File: config.mk
export PLATFORM = sky130hd
export DESIGN_NAME = delay_line_capture
export DESIGN_NICKNAME = d
export VERILOG_FILES = /design/src/rtl/delay_line_capture.sv
export SDC_FILE = /design/constraint.sdc
export NUM_CORES = 1
export LEC_CHECK = 0
export ABC_AREA = 0
export BUFFER_PORTS_ARGS = -buffer_cell sky130_fd_sc_hd__buf_2
export CORE_MARGIN = 4
export CORE_UTILIZATION = 63
export DETAILED_ROUTE_END_ITERATION = 6
export PLACE_DENSITY = 0.81
export SLEW_MARGIN = 20
export SYNTH_ARGS = -nofsm -noshare
export SYNTH_HDL_FRONTEND = slang
export SYNTH_SLANG_ARGS = --single-unit
export TNS_END_PERCENT = 1
File: constraint.sdc
create_clock -name clk -period 4.9 [get_ports clk]
set_input_delay 0.98 -clock clk [delete_from_list [all_inputs] [get_ports clk]]
set_output_delay 0.98 -clock clk [all_outputs]
set_load 0.005 [all_outputs]
File: src/rtl/delay_line_capture.sv
// Captures each new word leaving an enabled delay line into a show-ahead FIFO; push lands 1 edge after the shift.
// Valid/ready output; a push into a full FIFO with no pop drops the word and sets sticky overflow.
module delay_line_capture #(
  parameter int size  = 10,
  parameter int width = 8,
  parameter int depth = 4
) (
  input  logic                     clk,
  input  logic                     reset_n,
  input  logic [width-1:0]         in,
  input  logic                     enable,
  output logic [width-1:0]         out_data,
  output logic                     out_valid,
  input  logic                     out_ready,
  output logic [$clog2(depth):0]   count,
  output logic                     overflow
);

  localparam int AW = $clog2(depth);
  localparam int FW = $clog2(size + 1);
  localparam int CW = AW + 1;

  logic [FW-1:0]    fill_q, fill_d;
  logic             fresh_q, fresh_d;
  logic [AW-1:0]    wr_ptr_q, wr_ptr_d;
  logic [AW-1:0]    rd_ptr_q, rd_ptr_d;
  logic [CW-1:0]    count_q, count_d;
  logic             overflow_q, overflow_d;
  logic [width-1:0] head_q, head_d;
  logic [width-1:0] mem_q [depth];

  logic full, pop, push_ok, drop;

  always_comb begin
    fill_d     = fill_q;
    fresh_d    = enable && (fill_q >= FW'(size - 1));
    wr_ptr_d   = wr_ptr_q;
    rd_ptr_d   = rd_ptr_q;
    count_d    = count_q;
    overflow_d = overflow_q;
    head_d     = head_q;

    full    = (count_q == CW'(depth));
    pop     = (count_q != '0) && out_ready;
    push_ok = fresh_q && (!full || pop);
    drop    = fresh_q && full && !pop;

    if (enable && (fill_q != FW'(size))) fill_d = fill_q + FW'(1);
    if (push_ok) wr_ptr_d = wr_ptr_q + AW'(1);
    if (pop)     rd_ptr_d = rd_ptr_q + AW'(1);
    if (push_ok && !pop)      count_d = count_q + CW'(1);
    else if (pop && !push_ok) count_d = count_q - CW'(1);
    if (drop) overflow_d = 1'b1;

    // Head is registered; when the new head slot is being written this edge, forward the incoming word.
    if (count_d != '0) begin
      if (push_ok && (wr_ptr_q == rd_ptr_d)) head_d = in;
      else                                   head_d = mem_q[rd_ptr_d];
    end
  end

  always_ff @(posedge clk or negedge reset_n) begin
    if (!reset_n) begin
      fill_q     <= '0;
      fresh_q    <= 1'b0;
      wr_ptr_q   <= '0;
      rd_ptr_q   <= '0;
      count_q    <= '0;
      overflow_q <= 1'b0;
      head_q     <= '0;
    end else begin
      fill_q     <= fill_d;
      fresh_q    <= fresh_d;
      wr_ptr_q   <= wr_ptr_d;
      rd_ptr_q   <= rd_ptr_d;
      count_q    <= count_d;
      overflow_q <= overflow_d;
      head_q     <= head_d;
    end
  end

  always_ff @(posedge clk) begin
    if (push_ok) mem_q[wr_ptr_q] <= in;
  end

  assign out_data  = head_q;
  assign out_valid = (count_q != '0);
  assign count     = count_q;
  assign overflow  = overflow_q;

endmodule

== Yosys cells after proc, flatten, opt, wreduce, memory -nomap -nowiden ==
Memory sizes are Yosys's and may differ from the RTL's. A register that Yosys moved wholly into a read port is not among the register bits.
Index checks and enable logic that the tools add are counted.

* Flip-flop bits (word level): 13
* Memory bits (writable): 32
* Input port bits: 12
* Output and inout bits: 13
* Word-level logic and storage cells: 35
* Memories: 1

* $add $sub $neg: 5
* $lt $le $gt $ge: 1
* Eq/ne operators: 2
* Multiplexer cells: 5
* Reduce and logical (&&, ||, !) cells: 15

{| class="wikitable"
|+ Memory list
! name !! words !! bits a word !! read ports !! clocked after Yosys merged registers in !! write ports !! RTL line !! text
|-
| mem_q || 4 || 8 || 1 || 1 || 1 || 30 || <nowiki>logic [width-1:0] mem_q [depth];</nowiki>
|}

{| class="wikitable"
|+ Operators by type and width
! operator !! count
|-
| $logic_and A1 B1 Y1 || 8
|-
| $mux W3 || 2
|-
| $reduce_bool A3 Y1 || 2
|-
| $add A2 B1 Y2 const B || 2
|-
| $add A4 B1 Y4 const B || 1
|-
| $ge A4 B4 Y1 const B || 1
|-
| $logic_not A1 Y1 || 4
|-
| $ne A4 B4 Y1 const B || 1
|-
| $add A3 B1 Y3 const B || 1
|-
| $eq A3 B3 Y1 const B || 1
|-
| $sub A3 B1 Y3 const B || 1
|-
| $mux W1 || 2
|-
| $mux W2 || 1
|-
| $logic_or A1 B1 Y1 || 1
|}

== Longest topological paths before layout ==
Gate-level depths: netlist (run 1).

* Depth in word-level cells: 9
* Mapped depth: 10
* Depth with buffers taken out: 9

== Least setup slack after synthesis (run 1) ==
Ideal clock, no wire load.

* Kind: input to register
* Start point: in out_ready
* End point: reg head_q[3], in the netlist out_data[3], read port of mem_q
* Data arrival time: 2160 ps
* Required time: 4823 ps
* Setup slack: 2663 ps
* Stages: 7
* Path through: inv_2 > nand3_1 > and2_1 > a21boi_2 > buf_6 > or3_1 > a21oi_1

* Cells in the longest elaborated chain, start to end: 8
* Elaborated cells on any way between the ends: 11

{| class="wikitable"
|+ RTL lines
! item !! RTL line !! text
|-
| start, declared || 14 || <nowiki>input logic out_ready,</nowiki>
|-
| $logic_and A1 B1 Y1 * || 44 || <nowiki>pop = (count_q != '0) && out_ready;</nowiki>
|-
| $logic_or A1 B1 Y1 || 45 || <nowiki>push_ok = fresh_q && (!full || pop);</nowiki>
|-
| $logic_and A1 B1 Y1 || 45 ||
|-
| $logic_not A1 Y1 || 52 || <nowiki>else if (pop && !push_ok) count_d = count_q - CW'(1);</nowiki>
|-
| $logic_and A1 B1 Y1 || 52 ||
|-
| $mux W3 || 52 ||
|-
| $mux W3 || 51 || <nowiki>if (push_ok && !pop) count_d = count_q + CW'(1);</nowiki>
|-
| $reduce_bool A3 Y1 || 56 || <nowiki>if (count_d != '0) begin</nowiki>
|-
| end, declared || 29 || <nowiki>logic [width-1:0] head_q, head_d;</nowiki>
|}

Mark *: on every way between the ends. The rest lies on a longest branch, timed or not.
A chain may end at the register's enable or synchronous reset.

== Worst setup path in the final report (run 1) ==
* Start point: reg count_q[1], in the netlist count[1]
* End point: out out_valid

* Cells in the longest elaborated chain, start to end: 1

{| class="wikitable"
|+ RTL lines
! item !! RTL line !! text
|-
| start, declared || 27 || <nowiki>logic [CW-1:0] count_q, count_d;</nowiki>
|-
| start signal, assigned || 76 || <nowiki>count_q <= count_d;</nowiki>
|-
| $reduce_bool A3 Y1 || 87 || <nowiki>assign out_valid = (count_q != '0);</nowiki>
|-
| end, declared || 13 || <nowiki>output logic out_valid,</nowiki>
|}

Every way passes these cells.

==> results of run 1 <==
worst max-delay path, delay by kind of cell (launching register included):
kind / cells / cell delay (ps)
flip-flops: 1 / 490
buffers and inverters: 3 / 350
AND/OR/NAND/NOR: 1 / 300
adder cells (fa/ha/maj): 1 / 290
synth_stat cells, drive strengths merged, types with 2 or more instances:
master	number
edfxtp	32
inv	11
or3	8
nand3	5
nor2b	3
o22ai	7
buf	4
a21oi	21
o21ai	5
ha	11
a221oi	7
nand2	11
and3	4
dfrtp	21
a211oi	2
a21boi	2
clkbuf	2
o211ai	3
xnor2	5
nor2	14
nor3	3
a31oi	4
kinds of logic (layout without fill, tap and decap cells):
| family | after synthesis | after routing | synth area share [%] |
|---|---|---|---|
| multiplexers | 2 | 2 | 0.843 |
| XOR/XNOR | 6 | 6 | 2.83 |
| flip-flops | 53 | 53 | 58.9 |
| AO/OA/AOI/OAI | 60 | 60 | 16.9 |
| adder cells (fa/ha/maj) | 11 | 11 | 5.46 |
| AND/OR/NAND/NOR | 53 | 53 | 11.7 |
| buffers and inverters | 17 | 43 | 3.37 |
worst paths after layout:
check	from	end	slack (ps)	depth (start not counted)
min in group asynchronous	reset_n	count[1]	640	1
worst min register to register	overflow	overflow	480	1
worst max-delay path	count[1]	out_valid	2190	5
worst max register to register	count[1]	out_data[1]	2300	9
max in group asynchronous	reset_n	out_data[1]	3910	1
worst min-delay path	overflow	overflow	480	1
metrics by stage:
stage	setup WS (ps)	power, mW	hold WS, ps
CTS	2200	1.80	475
finish	2190	1.80	477
floorplan	2660	1.27	460
detailed placement	2130	1.50	453
global route	2110	1.93	510
global placement	2240	1.44	462
report_power, final:
group	internal, mW	switching (mW)	total, mW	leakage, nW
sequential	0.598	0.146	0.744	0.536
combinational	0.323	0.435	0.758	0.488
clock	0.153	0.145	0.298	0.0585
total	1.07	0.726	1.80	1.08
sequential cells by signal, summed over array words and instances, names as in the netlist:
name and count:
rd_ptr_q 2, fill_q 4, wr_ptr_q 2, out_data 8, overflow 1, fresh_q 1
count 3, mem_q 32
layer usage:
metal	routed length, µm	part of all wire, %	global-route usage [%]	up-vias
met5	0	0	0	-
met4	156	2.8	7.72	0
met3	392	7.1	5.47	16
met2	2760	50	38.9	77
met1	2190	40	30.1	893
li1	-	-	-	822
cell type report:
| cell class | count | area [µm²] |
|---|---|---|
| Clock buffer | 5 | 68.8 |
| Clock inverter | 3 | 43.8 |
| Fill cell | 265 | 995 |
| Inverter | 11 | 46.3 |
| Multi-Input combinational cell | 132 | 951 |
| Sequential cell | 53 | 1490 |
| Tap cell | 48 | 60.1 |
| Timing Repair Buffer | 24 | 120 |
==> key figures, run 1 <==
Synth
  • Post-synth EDFFs: 32
  • Synth Register Bits: 53
  • Seq/Total Area, Yosys: 58.9%
  • Ys async rst share: 39.6%
  • Syn_area_per_cell: 12.5 µm²
  • Post-Syn Instances: roughly 200
  • Post-synth cell types: 48
  • Top post-synthesis cells by area: edfxtp_1 (38%), dfrtp_1 (21%), ha_1 (5.5%)
  • Leading area contributor after synthesis: edfxtp_1
  • Yosys top cell area share: 38.1%
  • Top_reg_cell synth: edfxtp_1
  • Mapped Area: 2520 µm²
  • Yosys warnings: 0
  • Synth Net Count: about 230

Clock network
  • # H-tree levels: 2
  • CTS tree: built
  • Post-CTS Resized: 0
  • Num CTS Buffers: 5
  • Post-CTS Setup Bufs: 0
  • Clock latency on the worst-skew pair: 300 ps
  • CTS Buffer Depth: 2
  • Root Driver: clkbuf_8
  • Clk pin slew, worst setup/hold paths: about 100 ps
  • # clock sinks: 53
  • Cts hold-fix bufs: 0

STA
  • Fin crit period: 2710 ps
  • Final Hold Fails: 0
  • Slew Viols, Final: 0
  • Unrepaired setup endpoints after global routing: false
  • Setup TNS: 0 ps
  • Skew final: 8.04 ps
  • Fmax: 369 MHz
  • # setup viols final: 0
  • Rel. slew slack: between 40% and 50%
  • Fin crit share: 55.3%
  • Worst slew pin tran: 796 ps

Die
  • Initial Utilization: 66.9%
  • Rows: 22
  • Core Footprint: between 3000 and 4000 µm²
  • Die Area: 5080 µm²
  • Ports: 25
  • Die Span Y: 71.3 µm
  • Die width: 71.3 µm

Placed design
  • Port Buffers: 24
  • Inst Count DP: 268
  • GPL Wtd Cong: about 0.86
  • HPWL after DPL: between 3 and 4 mm
  • DP Area: 2660 µm²

Worst setup path
  • Crit path arrival time: 1730 ps
  • Setup crit end kind: output port
  • Crit path launch type: flop
  • Worst path cell trace: inv_1 > ha_1 > nor2b_4 > inv_6 > buf_2
  • Crit-path slowest cell: dfrtp_1
  • Worst EP required: ~3900 ps
  • Max FO, Critical Path: 9
  • Critical Path Max Stage Delay: 490 ps
  • WS Path Type: flop to output port

Power
  • Leak pwr: 1.08 nW
  • P per Cell Area: 649 nW/µm²
  • Peak supply drop: 0.411 mV

Detailed routing
  • DRC errors left: 0
  • Total number of vias: 1808
  • Antenna-violating nets left: 0
  • DRT Pass-1 Iters: 4
  • DR vias/cell: 6.55
  • Avg WL per Cell: 19.9 µm
  • Detailed Route Iter0 Violations: 227
  • WL final: 5.50 mm

Global route
  • GRT Resource Usage Total: between 20% and 30%
  • Initial antenna violation count: 0
  • Largest net degree at the start of global routing: 22
  • First-pass GRT wire length: 9.11 mm
  • Vias in the first global route: approximately 1900
  • Grt ovf: 0

Finish
  • Fin cells: roughly 280
  • Nets@finish: 250
  • Antenna diodes: 0
  • Post-route cell area: 2780 µm²
  • Share of layout cells above drive strength 1: 19.7%
  • Final core utilization: 73.6%
  • Commonest non-fill, non-tap cell in the layout: edfxtp_1
  • Commonest cells after routing, fill and taps aside: edfxtp_1 (32), buf_2 (24), a21oi_1 (21), dfrtp_1 (21), nor2_1 (14)
  • Area growth, synth to finish: 10.1%

Outcome
  • Status: completed

Hold path
  • Min-Delay Path Class: flop to flop

Run
  • Max_cap viols: 0
(Power assumes the default switching activity.)
==> run 2, diff against run 1 <==
Settings changed: ABC_AREA 0 to 1, CORE_UTILIZATION 63 to 59, PLACE_DENSITY 0.81 to 0.76.
Clock period 4.9 ns to 2.7 ns, I/O delays scaled along.
==> run 2 against run 1 <==
Compared with the run above: first-iteration DRC count shrank 54%; final area grew 9.0%; worst hold slack lost 300 ps; clock skew is essentially flat; sequential power grew 71%; register-to-register slack lost 1800 ps; core utilization shrank 5.5 points; total power grew 97%; combinational power grew 140%; cell count grew 35%; critical endpoint is now out_data[7]; largest power group unchanged; highest routed layer unchanged.
==> key figures, run 2 <==
Worst setup path
  • Crit path arrival time: 2410 ps (+680 ps)
  • WS Path Type: flop to flop
  • Largest delay share family, worst path: simple AND/OR/NAND/NOR gates
  • Worst path cell trace: inv_1 > ha_1 > nand2_4 > nand2_2 > nand2_1 > nand2_2 > inv_2 > nand3_1 > nand2_1 > nand2_1 > nand2_1 > nand2_1 > nand2_1
  • Max FO, Critical Path: 20 (+11)
  • Worst EP required: 2900 ps (-1020 ps)
  • Critical Path Max Stage Delay: 420 ps (-70 ps)
  • Cell mode on critical path: nand2_1
  • Setup crit end kind: flop
  • Crit path launch type: flop
  • Buf/Inv on CP: 2 (-1)
  • Crit-path slowest cell: dfrtp_1

Finish
  • Antenna diodes: 0 (unchanged)
  • Max FFs per register: 32 (unchanged)
  • Multi-input gate area: 1040 µm² (+9.2%)
  • Final core utilization: 68.1% (-5.5 points)
  • Commonest cells after routing, fill and taps aside: nand2_1 (74), inv_1 (49), nand3_1 (44)
  • Fin cells: 373 (+35%)
  • Commonest non-fill, non-tap cell in the layout: nand2_1
  • Area growth, synth to finish: 8.82%
  • Most flops, register: mem_q
  • Share of layout cells above drive strength 1: 19.3% (-0.42 points)
  • Post-route cell area: 3030 µm² (+9.0%)
  • Register area: 1490 µm² (unchanged)
  • Fill count: 334 (+26%)
  • Nets@finish: 343 (+37%)

Synth
  • Top post-synthesis cells by area: edfxtp_1 (35%), dfrtp_1 (19%), nand2_1 (10%)
  • Post-synth EDFFs: 32 (unchanged)
  • Post-Syn Instances: 292 (+45%)
  • Synth Net Count: 315 (+40%)
  • Seq/Total Area, Yosys: 53.5% (-5.5 points)
  • Most frequent cell after synthesis: nand2_1
  • Syn_area_per_cell: 9.52 µm² (-24%)
  • Yosys warnings: 0 (unchanged)
  • Synth Register Bits: 53 (unchanged)
  • Ys async rst share: 39.6% (unchanged)
  • Post-synth cell types: 27 (-44%)
  • Mapped Area: 2780 µm² (+10%)
  • Synth cell count leaders: nand2_1 (74), inv_1 (49), nand3_1 (44)
  • Top_reg_cell synth: edfxtp_1
  • Yosys top cell area share: 34.6% (-3.5 points)
  • Leading area contributor after synthesis: edfxtp_1

STA
  • Fin crit period: 2210 ps
  • Setup TNS: 0 ps (unchanged)
  • Worst slew pin tran: 802 ps (+6.21 ps)
  • Fin Hold WS: 180 ps (-297 ps)
  • Skew final: 8.34 ps (+0.298 ps)
  • Slew Viols, Final: 0 (unchanged)
  • Fin crit share: just over 80%
  • Final worst slack: 492 ps (-1700 ps)
  • Unrepaired setup endpoints after global routing: false
  • # setup viols final: 0 (unchanged)
  • Fmax: 453 MHz
  • Rel. slew slack: 46.3% (-0.61 points)
  • Final Hold Fails: 0 (unchanged)

Placed design
  • Inst Count DP: 365 (+36%)
  • HPWL after DPL: 3.82 mm (+3.7%)
  • GPL Wtd Cong: 0.900 (+4.1%)
  • Pre-CTS setup slack: 515 ps (-1610 ps)
  • DP Area: 2940 µm² (+10%)
  • Port Buffers: 24 (unchanged)

Global route
  • GRT Resource Usage Total: 19.3% (-4.0 points)
  • Largest net degree at the start of global routing: 22 (unchanged)
  • First-pass GRT wire length: 8.98 mm (-1.4%)
  • Vias in the first global route: 1924 (+3.6%)
  • Grt ovf: 0 (unchanged)
  • Initial antenna violation count: 0 (unchanged)

Detailed routing
  • Detailed Route Iter0 Violations: 105 (-54%)
  • WL final: 5.21 mm (-5.3%)
  • Total number of vias: 1978 (+9.4%)
  • DRC errors left: 0 (unchanged)
  • Antenna-violating nets left: 0 (unchanged)
  • DR vias/cell: 5.30 (-19%)
  • DRT Pass-1 Iters: 4 (unchanged)
  • Avg WL per Cell: 14.0 µm (-30%)

Clock network
  • # clock sinks: 53 (unchanged)
  • CTS tree: built
  • Clk pin slew, worst setup/hold paths: 100 ps (about the same)
  • Clock latency on the worst-skew pair: 310 ps (about the same)
  • Root Driver: clkbuf_8
  • Post-CTS Resized: 0 (unchanged)
  • CTS Buffer Depth: 2 (unchanged)
  • Post-CTS Setup Bufs: 0 (unchanged)
  • Cts hold-fix bufs: 0 (unchanged)
  • # H-tree levels: 2 (unchanged)
  • Num CTS Buffers: 5 (unchanged)

Power
  • Leak pwr: 1.51 nW (+40%)
  • P per Cell Area: 1180 nW/µm² (+81%)
  • Tot Pwr: 3.56 mW (+97%)
  • Peak supply drop: 0.625 mV (+52%)

Run
  • Max_cap viols: 0 (unchanged)

Die
  • Initial Utilization: 62.6% (-4.3 points)
  • Die width: 76.6 µm (+7.5%)
  • Rows: 24 (+9.1%)
  • Die Area: 5870 µm² (+16%)
  • Core Footprint: 4440 µm² (+18%)
  • Die Span Y: 76.6 µm (+7.5%)
  • Ports: 25 (unchanged)

Outcome
  • Status: completed

Hold path
  • Min-Delay Path Class: primary input to asynchronous set/reset pin
[run 2: cell types whose count changed in the layout (fill, tap and decap cells not counted), sizes merged, moves of 4 or more]
cell    delta
a31oi      -4
nand3     +44
nand2     +78
a221oi     -7
nand4      +8
inv       +43
and3       -4
or3        -8
o22ai      -7
a21oi     -18
nor2       -7
[run 2: routing by layer]
metal  share of wire [%]  vias to the layer above  track usage [%]
met5                   0                        -                0
met4                 1.5                        0             5.25
met3                 3.0                       10             4.73
met2                  50                       32             33.4
met1                  45                      953             24.0
li1                    -                      983                -
[run 2: cells by family (layout without fill, tap and decap cells)]
| logic type | Yosys count | after routing | share of synthesized area (%) |
|---|---|---|---|
| xor gates and xnor gates | 5 | 5 | 1.58 |
| buffers and inverters | 61 | 90 | 9.18 |
| adders and majority gates | 11 | 11 | 4.95 |
| DFF | 53 | 53 | 53.5 |
| and+or+nand+nor | 155 | 155 | 29.1 |
| AOI/OAI and AO/OA | 7 | 7 | 1.76 |
[run 2: cell type report]
cell class                      count  area share (%)
Sequential cell                    53            49.1
Multi-Input combinational cell    178            34.3
Inverter                           56            6.95
Timing Repair Buffer               26            4.47
Clock buffer                        5            2.27
Tap cell                           52            2.15
Clock inverter                      3           0.703
[run 2: worst paths after layout]
kind	startpoint	endpoint	slack, ps	cells after the start
max in group asynchronous	reset_n	out_data[6]	2180	1
hold reg to reg	overflow	overflow	490	1
setup reg to reg	count[0]	out_data[7]	490	13
setup / recovery	count[0]	out_data[7]	490	13
min in group clk	in[5]	mem_q[2][5]	460	1
hold / removal	reset_n	overflow	180	1
[run 2: power breakdown]
| group | total (mW) | internal, mW | leakage, nW | switching, mW |
|---|---|---|---|---|
| registers | 1.27 | 1.12 | 0.542 | 0.150 |
| logic | 1.83 | 0.627 | 0.927 | 1.21 |
| clock network | 0.448 | 0.184 | 0.0445 | 0.264 |
==> run 3, diff against run 2 <==
Clock period 2.7 ns to 2.1 ns, I/O delays scaled along.
==> run 3 against run 2 <==
Compared with the run above: total power up 36%; cell count up 3.2%; combinational power up 44%; clock skew down 4.5 ps; non-clock buffer count up 11; die area unchanged; critical endpoint is now out_data[3]; largest power group unchanged.
==> key figures, run 3 (synthesis gave the netlist of run 2 again) <==
STA
  • Fmax: 518 MHz (+14%)
  • Slew Viols, Final: 0 (unchanged)
  • Final worst slack: 170 ps (-322 ps)
  • Fin crit share: 91.9% (+10 points)
  • Unrepaired setup endpoints after global routing: false
  • Fin crit period: 1930 ps (-278 ps)
  • # setup viols final: 0 (unchanged)
  • Skew final: 3.79 ps (-4.55 ps)
  • Final Hold Fails: 0 (unchanged)
  • Rel. slew slack: 67.3% (+21 points)
  • Fin Hold WS: 68.2 ps (-112 ps)
  • Worst slew pin tran: 491 ps (-312 ps)
  • Setup TNS: 0 ps (unchanged)

Detailed routing
  • DR vias/cell: 5.09 (-3.9%)
  • Antenna-violating nets left: 0 (unchanged)
  • Top Metal Used: met4
  • Avg WL per Cell: 13.7 µm (-1.9%)
  • Met3 routed wirelength: 160 µm (+1.9%)
  • WL met2: 2.59 mm (-0.50%)
  • DRT Pass-1 Iters: 4 (unchanged)
  • Total number of vias: 1961 (-0.86%)
  • Wl on met1: 2.38 mm (+0.85%)
  • DRC errors left: 0 (unchanged)
  • WL final: 5.28 mm (+1.3%)
  • Detailed Route Iter0 Violations: 91 (-13%)

Placed design
  • GPL Wtd Cong: 0.866 (-3.7%)
  • Port Buffers: 24 (unchanged)
  • HPWL after DPL: 3.78 mm (-1.2%)
  • Pre-CTS setup slack: 82.6 ps (-432 ps)

Power
  • Peak supply drop: 0.701 mV (+12%)
  • Comb pwr share: 54.8% (+3.2 points)
  • Internal Power: 2.66 mW (+37%)
  • Clock power share: 11.4% (-1.2 points)
  • Sequential share of power: 33.8% (-2.0 points)
  • Psw: 2.17 mW (+34%)
  • Switching share of power: 44.9% (-0.64 points)
  • Leak pwr: 1.56 nW (+3.3%)
  • P per Cell Area: 1550 nW/µm² (+32%)

Finish
  • Share of layout cells above drive strength 1: 22.2% (+2.9 points)
  • Commonest non-fill, non-tap cell in the layout: nand2_1
  • Commonest cells after routing, fill and taps aside: nand2_1 (74), inv_1 (48), nand3_1 (44)
  • Max FFs per register: 32 (unchanged)
  • Area growth, synth to finish: 12.3%
  • Fill count: 349 (+4.5%)
  • Antenna diodes: 0 (unchanged)
  • Most flops, register: mem_q
  • Nets@finish: 355 (+3.5%)

Worst setup path
  • Setup crit end kind: flop
  • R2r setup slk: 170 ps (-320 ps)
  • Critical Path Max Stage Delay: 440 ps (+20 ps)
  • Crit-path slowest cell: dfrtp_1
  • WS Path Type: flop to flop
  • Crit path launch type: flop
  • Worst EP required: 2300 ps (-600 ps)
  • Worst path cell trace: inv_2 > ha_2 > nand3_2 > nand2_4 > inv_4 > nand2_4 > inv_2 > nand2_1 > nand2_2 > nor2_8 > nand2_4 > nand2_1 > nand2_1
  • Max FO, Critical Path: 12 (-40%)
  • Crit path arrival time: 2130 ps (-280 ps)

Run
  • Max_cap viols: 0 (unchanged)

Clock network
  • # H-tree levels: 2 (unchanged)
  • Clock latency on the worst-skew pair: 300 ps (about the same)
  • Clk pin slew, worst setup/hold paths: 90 ps (about the same)
  • Root Driver: clkbuf_8
  • Num CTS Buffers: 5 (unchanged)
  • # clock sinks: 53 (unchanged)
  • Cts hold-fix bufs: 0 (unchanged)
  • CTS tree: built
  • CTS Buffer Depth: 2 (unchanged)

Die
  • Rows: 24 (unchanged)
  • Die width: 76.6 µm (unchanged)
  • Initial Utilization: 62.6% (unchanged)
  • Core Footprint: 4440 µm² (unchanged)
  • Die Span Y: 76.6 µm (unchanged)
  • Ports: 25 (unchanged)
  • Die Area: 5870 µm² (unchanged)

Global route
  • Initial antenna violation count: 0 (unchanged)
  • Largest net degree at the start of global routing: 22 (unchanged)
  • GRT Resource Usage Total: 19.4% (+0.13 points)
  • Vias in the first global route: 1921 (-0.16%)
  • Grt ovf: 0 (unchanged)
  • First-pass GRT wire length: 9.04 mm (+0.62%)

Outcome
  • Status: completed

Hold path
  • Min-Delay Path Class: primary input to asynchronous set/reset pin
run 3: power groups by stage:
stage | Sequential, mW | Combinational, mW | Clock (mW)
4_1_cts | 1.63 | 2.48 | 0.563
2_1_floorplan | 1.63 | 1.86 | 0
6_report | 1.63 | 2.64 | 0.549
3_5_place_dp | 1.65 | 2.47 | 0
5_1_grt | 1.67 | 3.00 | 0.623
3_3_place_gp | 1.64 | 2.40 | 0
run 3: routing by layer:
metal  up-vias  track usage (%)
met1       905             25.3
met4         0             7.43
met2        30             31.5
li1       1012                -
met3        14             4.49
met5         -                0
run 3: final timing paths:
kind	from	end	depth (start not counted)
setup reg to reg	count[0]	out_data[3]	13
min in group clk	in[0]	mem_q[1][0]	1
max in group asynchronous	reset_n	out_data[1]	1
hold / removal	reset_n	overflow	1
hold reg to reg	overflow	overflow	1
setup / recovery	count[0]	out_data[3]	13
run 3: repair_timing:
action | CTS | global route
endpoints found under the hold margin | 0 | 0
endpoints found under the setup margin | 0 | 8
setup buffers | 0 | 5
gates resized for setup | 0 | 5
run 3: layout make-up:
| cell class | instances | area (µm²) | share of cell area, % |
|---|---|---|---|
| clock buffers | 7 | 76.3 | 2.44 |
| clock inverters | 1 | 7.51 | 0.240 |
| inverters | 56 | 213 | 6.81 |
| multi-input cells | 179 | 1050 | 33.7 |
| flip-flops and latches | 53 | 1490 | 47.6 |
| well taps | 52 | 65.1 | 2.08 |
| repair buffers | 37 | 221 | 7.09 |
run 3: critical path: cells and delay by family (launching register included):
family	cells	cell delay, ps
simple gates	9	930
flops	1	440
fa+ha+maj	1	220
buf+inv	3	240
run 3: per-stage QoR:
step                      power, mW  util, %  area, µm²  cells
after global placement         4.05     67.1       2980    371
after global routing           5.30     70.2       3120    385
after detailed placement       4.13     67.1       2980    371
after floorplan                3.49        -       2780    292
after CTS                      4.67     68.9       3060    379
final                          4.83     70.2       3120    385
